<file path="src/rtl/cnt_pkg.sv">
// Shared encodings for the down-count timer: FSM state and run mode.
package cnt_pkg;
  typedef enum logic {ST_IDLE = 1'b0, ST_RUN = 1'b1} state_t;
  typedef enum logic {MODE_ONESHOT = 1'b0, MODE_RELOAD = 1'b1} mode_t;
endpackage

</file>
<file path="src/rtl/down_cnt_reg.sv">
// Falling-edge counter register with load, decrement and zero detect.
module down_cnt_reg
  import cnt_pkg::*;
#(
  parameter int WIDTH = 4
) (
  input  logic             clk,
  input  logic             reset,
  input  logic             i_load,
  input  logic [WIDTH-1:0] i_load_val,
  input  logic             i_dec,
  output logic [WIDTH-1:0] o_count,
  output logic             o_zero
);
  logic [WIDTH-1:0] r_count;

  always_ff @(negedge clk) begin
    if (!reset)      r_count <= '0;
    else if (i_load) r_count <= i_load_val;
    else if (i_dec)  r_count <= r_count - WIDTH'(1);
  end

  assign o_count = r_count;
  assign o_zero  = (r_count == '0);
endmodule

</file>
<file path="src/rtl/down_count_timer.sv">
// Loadable down-counter/timer: one-shot or auto-reload, with hold, stop and a done pulse.
module down_count_timer
  import cnt_pkg::*;
#(
  parameter int WIDTH = 4
) (
  input  logic             clk,
  input  logic             reset,
  input  logic             start,
  input  logic [WIDTH-1:0] load_val,
  input  logic             mode,
  input  logic             hold,
  input  logic             stop,
  output logic [WIDTH-1:0] count,
  output logic             busy,
  output logic             done
);
  state_t           r_state, w_nxt_state;
  mode_t            r_mode;
  logic [WIDTH-1:0] r_reload;
  logic             r_done;

  logic             w_load, w_dec, w_capture, w_nxt_done, w_zero;
  logic [WIDTH-1:0] w_load_val;

  down_cnt_reg #(.WIDTH(WIDTH)) u_cnt (
    .clk        (clk),
    .reset      (reset),
    .i_load     (w_load),
    .i_load_val (w_load_val),
    .i_dec      (w_dec),
    .o_count    (count),
    .o_zero     (w_zero)
  );

  always_ff @(negedge clk) begin
    if (!reset) begin
      r_state  <= ST_IDLE;
      r_mode   <= MODE_ONESHOT;
      r_reload <= '0;
      r_done   <= 1'b0;
    end else begin
      r_state <= w_nxt_state;
      r_done  <= w_nxt_done;
      if (w_capture) begin
        r_reload <= load_val;
        r_mode   <= mode_t'(mode);
      end
    end
  end

  // RUN priority: stop > start (restart) > hold > terminal count > decrement.
  always_comb begin
    w_nxt_state = r_state;
    w_nxt_done  = 1'b0;
    w_load      = 1'b0;
    w_load_val  = load_val;
    w_dec       = 1'b0;
    w_capture   = 1'b0;
    case (r_state)
      ST_IDLE: begin
        if (start) begin
          w_load      = 1'b1;
          w_capture   = 1'b1;
          w_nxt_state = ST_RUN;
        end
      end
      ST_RUN: begin
        if (stop) begin
          w_nxt_state = ST_IDLE;
        end else if (start) begin
          w_load    = 1'b1;
          w_capture = 1'b1;
        end else if (hold) begin
          w_nxt_state = ST_RUN;
        end else if (w_zero) begin
          w_nxt_done = 1'b1;
          if (r_mode == MODE_RELOAD) begin
            w_load     = 1'b1;
            w_load_val = r_reload;
          end else begin
            w_nxt_state = ST_IDLE;
          end
        end else begin
          w_dec = 1'b1;
        end
      end
      default: w_nxt_state = ST_IDLE;
    endcase
  end

  assign busy = (r_state == ST_RUN);
  assign done = r_done;
endmodule

</file>
<file path="config.mk">
export PLATFORM = sky130hd
export DESIGN_NAME = down_count_timer
export DESIGN_NICKNAME = d
export VERILOG_FILES = /design/src/rtl/cnt_pkg.sv /design/src/rtl/down_cnt_reg.sv /design/src/rtl/down_count_timer.sv
export SDC_FILE = /design/constraint.sdc
export NUM_CORES = 1
export LEC_CHECK = 0
export CAP_MARGIN = 20
export CORE_UTILIZATION = 45
export CTS_BUF_LIST = sky130_fd_sc_hd__clkbuf_4 sky130_fd_sc_hd__clkbuf_8
export DETAILED_ROUTE_END_ITERATION = 8
export PLACE_DENSITY = 0.72
export SYNTH_ARGS = -nofsm -noshare
export SYNTH_HDL_FRONTEND = slang
export SYNTH_SLANG_ARGS = --single-unit
</file>
<file path="constraint.sdc">
create_clock -name clk -period 3.1 [get_ports clk]
set_input_delay 0.31 -clock clk [delete_from_list [all_inputs] [get_ports clk]]
set_output_delay 0.31 -clock clk [all_outputs]
set_load 0.05 [all_outputs]
</file>
==> impl_metrics.ini <==
[final_layout]
drive_gt1_share_pct = 21.2
fin_util_pct = 79.3
regArea_um2 = 220
multi_input_area_um2 = 347
syn2layout_area_growth_pct = 56.6
layout.nets = 116
diodes = 0
fill_cells = 77

[clock_tree]
cts_root_buf = clkbuf_4
cts_buffer_depth = 2
cts_buffers = 3
clk_latency_ns = 0.34
h-tree-depth = 1
hold_buffers = 0
clk_pin_slew_ns = 0.03
cts.sinks = 11
cts_tree = yes

[global_route]
antenna_found_initial = 0
grt_overflow = 0
grt_pass1_wl_um = 2310
grt_pass1_vias = 592
track_usage_pct = 24.6
grt_max_degree = 9

[drt]
wl_um = 1470
detail-route-antenna-nets = 0
via_per_inst = 5.19
first_pass_iters = 4
drtIter0Drc = 12
routedWlPerCell_um = 12.5
vias = 612
drc = 0

[worst_setup_path]
r2r_cells = 6
cp-end-kind = register
crit_arrival_ns = 1.73
worst-r2r-setup-slack_ns = 1.18
cp.required_ns = 1.76
cp-start-kind = primary input
crit_fanout = 4
worstReg2RegStart = u_cnt.o_count[0]$_SDFFE_NN0P_
crit_type = primary input to register
r2r-end = u_cnt.o_count[0]$_SDFFE_NN0P_

[timing]
slew_headroom_pct = 78.4
worst_pin_slew_ns = 0.324
drv_slew = 0
setup_violations = 0
hold_violations = 0
fin_tns_setup_ns = 0
clock_skew_ns = 0.0134
whs_ns = 0.457

[synth]
ys_types = 30
synth-seq-cells = 11
synth_edf_count = 0
synth.area.top_cells = dfxtp_1 38%, nand2_1 9.6%, a21oi_1 5.1%
yosysWarnings = 0
ys.flop_type = dfxtp_1
netlist_top_cells_count = 15 x nand2_1, 11 x dfxtp_1, 6 x a21oi_1
syn-num-nets = 80
async_flop_share_pct = 0
yosysMostFrequentCell = nand2_1
netlist_instances = 69
synth_top_area_share_pct = 37.6
synth_top_area_cell = dfxtp_1
syn_avg_cell_area_um2 = 8.49
yosysSeqAreaShare_pct = 37.6
syn_area_um2 = 586

[power_and_ir_drop]
p_leak_nw = 0.399
power.density_nw_per_um2 = 463
peakVddDrop_mv = 0.318

[run_status]
outcome = complete, no violations

[place]
dpl.hpwl_um = 1070
numPortBuffers = 15
place_congestion = 0.835

[floorplan]
start_util_pct = 50.6
num_rows = 12
die-width_um = 38.1
die-area_um2 = 1450
die_y_um = 38.1
core_um2 = 1160
ios = 16

[flow_run]
max_cap_viol_count = 0

[worst_hold_path]
hold_end = r_reload[0]$_SDFFE_NN0P_
min_from = r_reload[0]$_SDFFE_NN0P_
min_path_cells = 2
min_path_type = register to register
==> routing by layer <==
metal  share of wire (%)  global-route usage, %  up-vias
li1                    -                      -      318
met1                  42                   23.1      269
met2                  48                   39.4       19
met3                 5.2                   10.5        6
met4                 4.1                   23.2        0
met5                   0                      0        -
==> power by group <==
part / total, mW / switching [mW] / internal (mW)
combinational: 0.109 / 0.0550 / 0.0543
sequential: 0.164 / 0.0122 / 0.152
clock: 0.151 / 0.0860 / 0.0652
==> worst max-delay path, stage by stage <==
cell	delay, ns
clkdlybuf4s50_1	0.49
nand4bb_4	0.28
nor3_4	0.28
mux2i_1	0.25
o22ai_1	0.11
==> cell usage in the layout, fill, tap and decap left out, types with 2 or more instances in the layout <==
cell type,n
dfxtp_1,11
o22ai_1,2
o21ai_0,2
buf_12,5
clkbuf_4,3
nor3_1,2
clkdlybuf4s50_1,9
nand3_1,2
a21oi_1,6
o21a_1,2
nand2_1,15
mux2i_1,2
inv_1,16
buf_4,8
==> stage by stage <==
stage / worst slack [ns] / power (mW) / instances / instance area, µm²
2_1_floorplan: 0.266 / 0.247 / 69 / 586
3_3_place_gp: -0.304 / 0.295 / 103 / 835
5_1_grt: -0.0265 / 0.454 / 118 / 917
3_5_place_dp: -0.314 / 0.297 / 103 / 835
6_report: 0.0300 / 0.425 / 118 / 917
4_1_cts: 0.0361 / 0.436 / 117 / 898
==> area by class of cell <==
class | instances | share of cell area [%]
Timing Repair Buffer | 22 | 27.3
Sequential cell | 11 | 24.0
Tap cell | 14 | 1.91
Clock buffer | 3 | 2.46
Inverter | 4 | 1.64
Clock inverter | 12 | 4.91
Multi-Input combinational cell | 52 | 37.8
==> worst max-delay path by stage <==
stage,start,to,slack (ns),depth (start not counted)
after floorplan,start,u_cnt.o_count[2]$_SDFFE_NN0P_,0.27,4
after global placement,stop,u_cnt.o_count[1]$_SDFFE_NN0P_,-0.30,5
after detailed placement,stop,u_cnt.o_count[1]$_SDFFE_NN0P_,-0.31,5
after CTS,stop,u_cnt.o_count[0]$_SDFFE_NN0P_,0.04,5
after global routing,stop,u_cnt.o_count[0]$_SDFFE_NN0P_,-0.03,5
final,stop,u_cnt.o_count[0]$_SDFFE_NN0P_,0.03,5
==> logic make-up (layout without fill, tap and decap cells) <==
family,Yosys count,in the layout,share of synthesized area [%]
compound gates,18,18,20.1
xor+xnor,1,1,1.50
fa+ha+maj,1,1,2.14
buf+inv,6,41,5.13
flops,11,11,37.6
mux,2,2,3.42
simple gates,30,30,30.1
==> what timing repair did <==
action | in CTS | in global routing
resized for setup | 0 | 1
setup endpoints to repair | 0 | 3
setup buffers | 0 | 1
==> flip-flops by register name, indices dropped and copies added (netlist names) <==
signal / cells
busy: 1
done: 1
u_cnt.o_count: 4
r_mode: 1
r_reload: 4
(Power assumes the default switching activity.)
